[src/rtl/uart_rx_fsm.sv]
// UART receive sequencer: start-bit detection, oversample/bit counting,
// checker and deserializer enables, and frame qualification.
module uart_rx_fsm #(
  parameter int DATA_WIDTH = 8,
  parameter int PRESC_W    = 6
) (
  input  logic               CLK,
  input  logic               RST,
  input  logic               RX_IN,
  input  logic               PAR_EN,
  input  logic [PRESC_W-1:0] Prescale,
  input  logic               Start_Glitch,
  input  logic               Par_Err,
  input  logic               Stop_Err,
  output logic [PRESC_W-1:0] edge_cnt,
  output logic [3:0]         bit_cnt,
  output logic               dat_samp_en,
  output logic               Start_EN,
  output logic               Par_chk_EN,
  output logic               Stop_chk_EN,
  output logic               deser_en,
  output logic               Data_Valid
);

  typedef enum logic [2:0] {
    IDLE   = 3'd0,
    START  = 3'd1,
    DATA   = 3'd2,
    PARITY = 3'd3,
    STOP   = 3'd4
  } state_t;

  localparam logic [3:0] LAST_DATA_BIT = 4'(DATA_WIDTH);

  state_t               state_r, state_nxt_s;
  logic [PRESC_W-1:0]   edge_cnt_r, edge_nxt_s;
  logic [3:0]           bit_cnt_r, bit_nxt_s;
  logic                 par_en_r, par_en_nxt_s;
  logic [PRESC_W-1:0]   presc_r, presc_nxt_s;
  logic                 par_err_flag_r, flag_nxt_s;
  logic                 data_valid_r, dv_nxt_s;
  logic [PRESC_W-1:0]   sp_s, be_s;
  logic                 at_sp_s, at_be_s;

  // Check point sits just past mid-bit so registered checker results are settled by bit end.
  assign sp_s    = (presc_r >> 1) + PRESC_W'(2);
  assign be_s    = presc_r - PRESC_W'(1);
  assign at_sp_s = (edge_cnt_r == sp_s);
  assign at_be_s = (edge_cnt_r == be_s);

  // Next-state, counter and flag decode.
  always_comb begin
    state_nxt_s  = state_r;
    edge_nxt_s   = edge_cnt_r;
    bit_nxt_s    = bit_cnt_r;
    par_en_nxt_s = par_en_r;
    presc_nxt_s  = presc_r;
    flag_nxt_s   = par_err_flag_r;
    dv_nxt_s     = 1'b0;

    if (state_r == IDLE) begin
      edge_nxt_s = '0;
      bit_nxt_s  = 4'd0;
    end else if (at_be_s) begin
      edge_nxt_s = '0;
      bit_nxt_s  = bit_cnt_r + 4'd1;
    end else begin
      edge_nxt_s = edge_cnt_r + PRESC_W'(1);
      bit_nxt_s  = bit_cnt_r;
    end

    case (state_r)
      IDLE: begin
        if (!RX_IN) begin
          state_nxt_s  = START;
          par_en_nxt_s = PAR_EN;
          presc_nxt_s  = Prescale;
          flag_nxt_s   = 1'b0;
        end else begin
          state_nxt_s = IDLE;
        end
      end
      START: begin
        if (at_be_s && Start_Glitch) begin
          state_nxt_s = IDLE;
          edge_nxt_s  = '0;
          bit_nxt_s   = 4'd0;
        end else if (at_be_s) begin
          state_nxt_s = DATA;
        end else begin
          state_nxt_s = START;
        end
      end
      DATA: begin
        if (at_be_s && (bit_cnt_r == LAST_DATA_BIT)) begin
          state_nxt_s = par_en_r ? PARITY : STOP;
        end else begin
          state_nxt_s = DATA;
        end
      end
      PARITY: begin
        if (at_be_s) begin
          state_nxt_s = STOP;
          flag_nxt_s  = Par_Err;
        end else begin
          state_nxt_s = PARITY;
        end
      end
      STOP: begin
        if (at_be_s) begin
          state_nxt_s = IDLE;
          edge_nxt_s  = '0;
          bit_nxt_s   = 4'd0;
          dv_nxt_s    = !Stop_Err && !par_err_flag_r;
        end else begin
          state_nxt_s = STOP;
        end
      end
      default: begin
        state_nxt_s = IDLE;
        edge_nxt_s  = '0;
        bit_nxt_s   = 4'd0;
      end
    endcase
  end

  // State, counters, latched frame configuration and the Data_Valid register.
  always_ff @(posedge CLK or negedge RST) begin
    if (!RST) begin
      state_r        <= IDLE;
      edge_cnt_r     <= '0;
      bit_cnt_r      <= 4'd0;
      par_en_r       <= 1'b0;
      presc_r        <= '0;
      par_err_flag_r <= 1'b0;
      data_valid_r   <= 1'b0;
    end else begin
      state_r        <= state_nxt_s;
      edge_cnt_r     <= edge_nxt_s;
      bit_cnt_r      <= bit_nxt_s;
      par_en_r       <= par_en_nxt_s;
      presc_r        <= presc_nxt_s;
      par_err_flag_r <= flag_nxt_s;
      data_valid_r   <= dv_nxt_s;
    end
  end

  assign edge_cnt    = edge_cnt_r;
  assign bit_cnt     = bit_cnt_r;
  assign Data_Valid  = data_valid_r;
  assign dat_samp_en = (state_r != IDLE);
  assign Start_EN    = at_sp_s && (state_r == START);
  assign deser_en    = at_sp_s && (state_r == DATA);
  assign Par_chk_EN  = at_sp_s && (state_r == PARITY);
  assign Stop_chk_EN = at_sp_s && (state_r == STOP);

endmodule

[config.mk]
export PLATFORM = sky130hd
export DESIGN_NAME = uart_rx_fsm
export DESIGN_NICKNAME = d
export VERILOG_FILES = /design/src/rtl/uart_rx_fsm.sv
export SDC_FILE = /design/constraint.sdc
export NUM_CORES = 1
export LEC_CHECK = 0
export ABC_AREA = 1
export CAP_MARGIN = 5
export CORE_ASPECT_RATIO = 1.5
export CORE_MARGIN = 10
export CORE_UTILIZATION = 50
export DETAILED_ROUTE_END_ITERATION = 7
export PLACE_DENSITY_LB_ADDON = 0.15
export REMOVE_ABC_BUFFERS = 1
export SLEW_MARGIN = 30
export SYNTH_ARGS = -nofsm -noshare
export SYNTH_HDL_FRONTEND = slang
export SYNTH_SLANG_ARGS = --single-unit
[constraint.sdc]
create_clock -name CLK -period 2 [get_ports CLK]
set_input_delay 0.4 -clock CLK [delete_from_list [all_inputs] [get_ports CLK]]
set_output_delay 0.4 -clock CLK [all_outputs]
set_load 0.02 [all_outputs]
---- Yosys cells after proc, flatten, opt, wreduce, memory -nomap -nowiden ----
Index checks and enable logic that the tools add are counted.
cells by class
  muxes and demuxes ....................... 23
  $add $sub $neg .......................... 4
  eq/ne operators ......................... 9
  bitwise operators ....................... 1
  reductions and logical operators ........ 15
operators with widths
  kind                   count
  $mux W6                4
  $pmux W6 S3            1
  $mux W4                4
  $pmux W3 S5            1
  $eq A6 B6 Y1           2
  $mux W3                4
  $pmux W4 S3            1
  $logic_and A1 B1 Y1    7
  $add A5 B2 Y6 const B  1
  $add A6 B1 Y6 const B  1
  $eq A3 B2 Y1 const B   2
  $sub A6 B1 Y6 const B  1
  $mux W1                5
  $add A4 B1 Y4 const B  1
  $eq A4 B4 Y1 const B   1
  $mux W2                2
  $ne A2 B2 Y1 const B   2
  $eq A3 B1 Y1 const B   1
  $eq A3 B3 Y1 const B   1
  $logic_not A3 Y1       1
  $reduce_and A3 Y1      1
  $reduce_bool A3 Y1     1
  $reduce_or A3 Y1       1
  $logic_not A1 Y1       2
  4 further kinds        4
storage, ports and cells
  bits of input ports ..................... 13
  register bits ........................... 22
  logic and storage cells ................. 59
  output and inout bits ................... 16

---- Logic depth before layout (Yosys ltp) ----
Gate-level depths: netlist of the first run.
  depth in word-level cells ............... 6
  mapped depth ............................ 15
  gate-level depth less buffers ........... 14

---- Worst setup path after synthesis of the first run ----
Ideal clock, no wire load.
  kind .................................... reg2out
  start ................................... reg presc_r[2]
  end ..................................... out Par_chk_EN
  arrival ................................. 1501 ps
  required time ........................... 1600 ps
  stages on the path, launching flop included .. 7
  path slack .............................. 99 ps
  path buffers ............................ 0
  path through ............................ dfrtp_1 > inv_2 > ha_1 > xor2_1 > nor3_1 > nand3_1 > nor2_1
on the way
  longest elaborated chain between the ends .. 3
RTL lines
  what                    line  source
  from (decl)             39    logic [PRESC_W-1:0] presc_r, presc_nxt_s;
  from (signal assigned)  142   presc_r <= presc_nxt_s;
  $add A5 B2 Y6           46    assign sp_s = (presc_r >> 1) + PRESC_W'(2);
  $eq A6 B6 Y1            48    assign at_sp_s = (edge_cnt_r == sp_s);
  $logic_and A1 B1 Y1     154   assign Par_chk_EN = at_sp_s && (state_r == PARITY);
  to (decl)               19    output logic Par_chk_EN,
Every way passes these cells.

---- Worst setup path after layout of the first run ----
  start ................................... reg presc_r[3]
  end ..................................... out deser_en
on the way
  longest elaborated chain between the ends .. 3
RTL lines
  what                 line  source
  $add A5 B2 Y6        46
  $eq A6 B6 Y1         48
  $logic_and A1 B1 Y1  153   assign deser_en = at_sp_s && (state_r == DATA);
  to (decl)            21    output logic deser_en,
Every way passes these cells.

==> flow_summary.toml, run 1 <==
[run_status]
outcome = "finished, violations left"
violations = "negative setup slack"

[yosys]
syn_inst = 212
synth.distinct_cells = 23
synth_seq_cells = 22
netlist_area_sq_um = 1510
synth_edf_count = 0
yosysTopAreaCell = "dfrtp_1"
yosysMostFrequentCell = "nand2_1"
ys_top_cells_by_count = "nand2_1, inv_1, nor2_1"
yosysSeqAreaShare = 0.364
syn_avg_cell_area_sq_um = 7.14
async_flop_share = 1.00
netlist.area_leader.share = 0.364
ys.flop_type = "dfrtp_1"
synth_area_leaders = "dfrtp_1, nand2_1, nand3_1"
ys_warn_count = 0

[power]
leakagePower_nw = 1.13
ir_worst_vdd_mv = 0.757
p_per_area_nw_per_um2 = 1340

[sta]
drv_slew = 0
min_period_over_period = 1.08
timing.final.ws_setup_ns = -0.155
worstMarginPinSlew_ns = 0.283
finalSetupViolCount = 4
grt_setup_unrepaired = "true"
finalClockSkew_ns = 0.00896
timing.final.crit_period_ns = 2.16
max_clock_freq_ghz = 0.464
max_slew_margin = 0.812
hold_viol = 0

[layout]
antenna_cells = 0
area_growth_pct = 43.7
layout-drive-gt1-share = 0.237
fin_nets = 291
final_util = 0.747
fill_cells = 233

[global_routing]
track_usage = 0.145
grt_antenna_before_repair = 0
grt_overflow_total = 0
grt_pass1_wl_microns = 6580
grt_max_degree = 23
grt_pass1_vias = 1497

[setup_path]
path_max_fanout = 4
reg2regPathDepth = 16
reg2reg_slack_ns = 0.13
slowest_stage = "dfrtp_2"
end_kind = "primary output"
path_buf_inv = 2
crit_chain = "ha_4 > buf_4 > nand3_1 > xor2_1 > nand3_2 > nor2_2 > buf_6"
cp_top_family = "flip-flops"
cpPeakStageDelay_ns = 0.45
crit_type = "reg -> out"
r2r-end = "bit_cnt[2]"
crit_arrival_ns = 1.76
required_ns = 1.60
worstReg2RegStart = "presc_r[1]"
critPathLaunchType = "flip-flop"

[floorplanning]
rows = 24
boundaryPins = 29
die_h_microns = 87.4
core-area_sq_um = 2910
die_w_microns = 64.9
die-area_sq_um = 5670
start_util = 0.520

[cts]
cts_tree = "done"
path_clk_slew_ns = 0.08
clock_latency_ns = 0.26
ctsHoldBuffers = 0
cts_buffers = 3
cts_root_buffer = "clkbuf_8"
htreeDepth = 1
ctsLongestPathBuffers = 2
clock_sinks = 22

[min_path]
whs_endpoint = "Data_Valid"
min_from = "par_err_flag_r"
min_delay_path_depth = 1
hold_path_class = "reg -> reg"

[route]
antenna_left = 0
drc = 0
drt_iter0_markers = 63
wl_microns = 4020
via_per_inst = 4.83
dr.pass1.iters = 6
num_vias = 1493
wl_per_cell_microns = 13.0

[placed_design]
pre_cts_slack_ns = -0.385
place_hpwl_microns = 3130
gp_congestion = 0.855
portBuffers = 28

[run]
drv_cap = 0
## how the worst max path moves through the flow
stage / depth (start not counted) / to / start / slack (ns)
CTS: 7 / Stop_chk_EN / presc_r[2] / -0.19
global route: 8 / deser_en / presc_r[3] / -0.26
detailed placement: 7 / Stop_chk_EN / presc_r[3] / -0.39
floorplan: 6 / Par_chk_EN / presc_r[2] / 0.09
finish: 7 / deser_en / presc_r[3] / -0.16
global placement: 7 / deser_en / presc_r[2] / -0.34
## sequential cells by signal, indices dropped and copies added (netlist names)
signal / count
Data_Valid: 1
bit_cnt: 4
edge_cnt: 6
par_en_r: 1
par_err_flag_r: 1
presc_r: 6
state_r: 3
## routing by layer
layer | track usage | up-vias | share of wire
met3 | 0.0271 | 7 | 0.035
met4 | 0.0430 | 0 | 0.018
li1 | - | 771 | -
met5 | 0 | - | 0
met1 | 0.149 | 685 | 0.38
met2 | 0.282 | 30 | 0.57
## kinds of logic after synthesis
family / share of synthesized area
adder cells (fa/ha/maj): 0.0578
flip-flops: 0.364
AO/OA/AOI/OAI: 0.0380
AND/OR/NAND/NOR: 0.364
buffers and inverters: 0.102
XOR/XNOR: 0.0752
## through the flow
stage	cells	hold WS, ns	area [sq um]	setup TNS (ns)	total power, W
2_1_floorplan	208	0.104	1490	0	0.00170
3_3_place_gp	300	0.440	2000	-1.35	0.00233
3_5_place_dp	300	0.438	2000	-1.51	0.00237
4_1_cts	305	0.451	2070	-0.708	0.00273
5_1_grt	309	0.473	2180	-0.957	0.00315
6_report	309	0.445	2180	-0.601	0.00291
## timing repair
item | in CTS | in global routing
endpoints found under the setup margin | 5 | 18
pin swaps | 5 | 10
buffers inserted | 1 | 4
gates cloned | 0 | 0
gates resized for setup | 24 | 18
## cells in the final DEF, fill, tap and decap left out
cell / count
xnor2_2: 1
nand3_4: 1
buf_4: 30
nor2_1: 29
nand2_4: 1
nand3_1: 24
nor3_1: 3
nand3b_1: 1
dfrtp_1: 20
inv_1: 31
nor2_2: 2
ha_1: 4
nor3_2: 1
clkdlybuf4s50_1: 23
xor2_1: 8
a21oi_1: 7
a21oi_2: 2
buf_6: 4
nand3_2: 1
and3_1: 1
dfrtp_2: 2
inv_2: 3
dlygate4sd2_1: 1
nor2_4: 2
ha_4: 3
or2_1: 1
nand2_2: 6
o21ai_0: 1
xnor2_1: 4
clkbuf_8: 4
nand2_1: 48
nor4_2: 1
## report_power, final
part           switching [W]  internal (W)  leakage, nW
Sequential          0.000137      0.000593        0.270
Combinational       0.000998      0.000866        0.833
Clock               0.000141      0.000175       0.0288
## layout make-up
| class | instances | area (sq um) | area share |
|---|---|---|---|
| inverters | 34 | 128 | 0.0587 |
| clock buffers | 4 | 55.1 | 0.0253 |
| repair buffers | 58 | 509 | 0.234 |
| flip-flops and latches | 22 | 553 | 0.254 |
| well taps | 39 | 48.8 | 0.0224 |
| multi-input cells | 152 | 882 | 0.405 |
Note: power is estimated with default switching activity, not from simulation.
==> run 2, diff against run 1 <==
--- a/config.mk
+++ b/config.mk
@@ -8,12 +8,12 @@
 export ABC_AREA = 1
 export CAP_MARGIN = 5
 export CORE_ASPECT_RATIO = 1.5
-export CORE_MARGIN = 10
-export CORE_UTILIZATION = 50
+export CORE_MARGIN = 8
+export CORE_UTILIZATION = 51
 export DETAILED_ROUTE_END_ITERATION = 7
 export PLACE_DENSITY_LB_ADDON = 0.15
 export REMOVE_ABC_BUFFERS = 1
-export SLEW_MARGIN = 30
+export SLEW_MARGIN = 20
 export SYNTH_ARGS = -nofsm -noshare
 export SYNTH_HDL_FRONTEND = slang
 export SYNTH_SLANG_ARGS = --single-unit
==> run 2 against run 1 <==
  * The flow still finishes with violations (negative setup slack)
  * Sequential power fell by 2%
  * Combinational power fell by 4%
  * Largest cell class unchanged
  * Worst hold slack improved by 0.010 ns
  * Register-to-register slack improved by 0.04 ns
  * Highest routed layer unchanged
  * Largest power group unchanged
  * Utilization fell by 0.87 points
  * Non-clock buffer count fell by 5
  * Via count fell by 3.8%
  * First-iteration DRC count fell by 33%
==> flow_summary.toml, run 2 (synthesis gave the netlist of run 1 again) <==
[placed_design]
pre_cts_slack_ns = -0.416
place_hpwl_microns = 3060
portBuffers = 28
placed_cells = 299
gp_congestion = 0.825

[sta]
holdWs_ns = 0.455
timing.final.crit_period_ns = 2.08
drv_slew = 0
setup_tns_ns = -0.309
min_period_over_period = 1.04
finalClockSkew_ns = 0.00404
hold_viol = 0
grt_setup_unrepaired = "true"
timing.final.ws_setup_ns = -0.0842
max_clock_freq_ghz = 0.480
finalSetupViolCount = 4
worstMarginPinSlew_ns = 0.598
max_slew_margin = 0.601

[layout]
antenna_cells = 0
layout-drive-gt1-share = 0.216
final_cell_count_no_fill = 303
final_util = 0.738
fin_nets = 286
area_growth_pct = 40.6
final_common_cell = "nand2_1"
mostFrequentLayoutCells = "nand2_1, inv_1, nor2_1"

[global_routing]
grt_overflow_total = 0
grt_pass1_wl_microns = 6380
track_usage = 0.166
grt_max_degree = 23
grt_pass1_vias = 1472
grt_antenna_before_repair = 0

[route]
via_per_inst = 4.74
drt_iter0_markers = 42
antenna_left = 0
wl_microns = 3790
drc = 0
dr.pass1.iters = 4
num_vias = 1437
wl_per_cell_microns = 12.5

[cts]
clock_latency_ns = 0.25
cts_root_buffer = "clkbuf_8"
cts_tree = "done"
ctsLongestPathBuffers = 2
htreeDepth = 1
cts_buffers = 3
clock_sinks = 22
path_clk_slew_ns = 0.07

[setup_path]
cpPeakStageDelay_ns = 0.41
path_max_fanout = 4
crit_type = "reg -> out"
critPathLaunchType = "flip-flop"
crit_arrival_ns = 1.68
crit_chain = "inv_2 > ha_4 > xor2_2 > nor3_2 > nand3_2 > nor2_1 > buf_4"
path_buf_inv = 2
required_ns = 1.60
slowest_stage = "dfrtp_1"
reg2regPathDepth = 16
end_kind = "primary output"
cp_top_family = "simple AND/OR/NAND/NOR gates"
r2r-end = "bit_cnt[3]"
reg2reg_slack_ns = 0.17
worstReg2RegStart = "presc_r[1]"

[run]
drv_cap = 0

[min_path]
hold_path_class = "reg -> reg"
min_delay_path_depth = 1
min_from = "par_err_flag_r"
whs_endpoint = "Data_Valid"

[floorplanning]
boundaryPins = 29
die_w_microns = 60.5
die_h_microns = 82.7
start_util = 0.525
core-area_sq_um = 2880
rows = 24
die-area_sq_um = 5000

[power]
leakagePower_nw = 1.10
ir_worst_vdd_mv = 0.774
p_per_area_nw_per_um2 = 1300

[run_status]
outcome = "finished, violations left"
violations = "negative setup slack"
## run 2: layout make-up
class | count | area, sq um
inverter | 34 | 130
fill | 248 | 754
sequential | 22 | 551
tap | 39 | 48.8
timing repair buffer | 53 | 480
clock buffer | 3 | 41.3
multi-input combinational | 152 | 877
## run 2: what timing repair did
action	in CTS	in global routing
buffers inserted	0	1
gates resized for setup	25	16
endpoints found under the setup margin	5	17
pin swaps	6	7
gates cloned	0	0
hold buffers	0	0
## run 2: worst max-delay path by stage
stage               start         end  slack (ns)  cells past startpoint
2_1_floorplan  presc_r[2]  Par_chk_EN        0.09                      6
3_3_place_gp   presc_r[2]    deser_en       -0.32                      7
3_5_place_dp   presc_r[2]    deser_en       -0.42                      7
4_1_cts        presc_r[2]    deser_en       -0.11                      7
5_1_grt        presc_r[2]    Start_EN       -0.18                      7
6_report       presc_r[2]    Start_EN       -0.08                      7
## run 2: power by group
part	switching (W)	internal [W]
combinational	0.000976	0.000818
clock	0.000128	0.000134
sequential	0.000124	0.000590
total	0.00123	0.00154
## run 2: routing by layer
| metal | vias up | global-route usage | part of all wire |
|---|---|---|---|
| met5 | - | 0 | 0 |
| met4 | 0 | 0.0773 | 0.020 |
| met3 | 8 | 0.0217 | 0.023 |
| met2 | 26 | 0.317 | 0.57 |
| met1 | 646 | 0.171 | 0.39 |
| li1 | 757 | - | - |
## run 2: per-stage QoR
| stage | instance area [sq um] | total power (W) |
|---|---|---|
| 2_1_floorplan | 1490 | 0.00170 |
| 3_3_place_gp | 2010 | 0.00232 |
| 3_5_place_dp | 2010 | 0.00237 |
| 4_1_cts | 2060 | 0.00268 |
| 5_1_grt | 2130 | 0.00302 |
| 6_report | 2130 | 0.00277 |
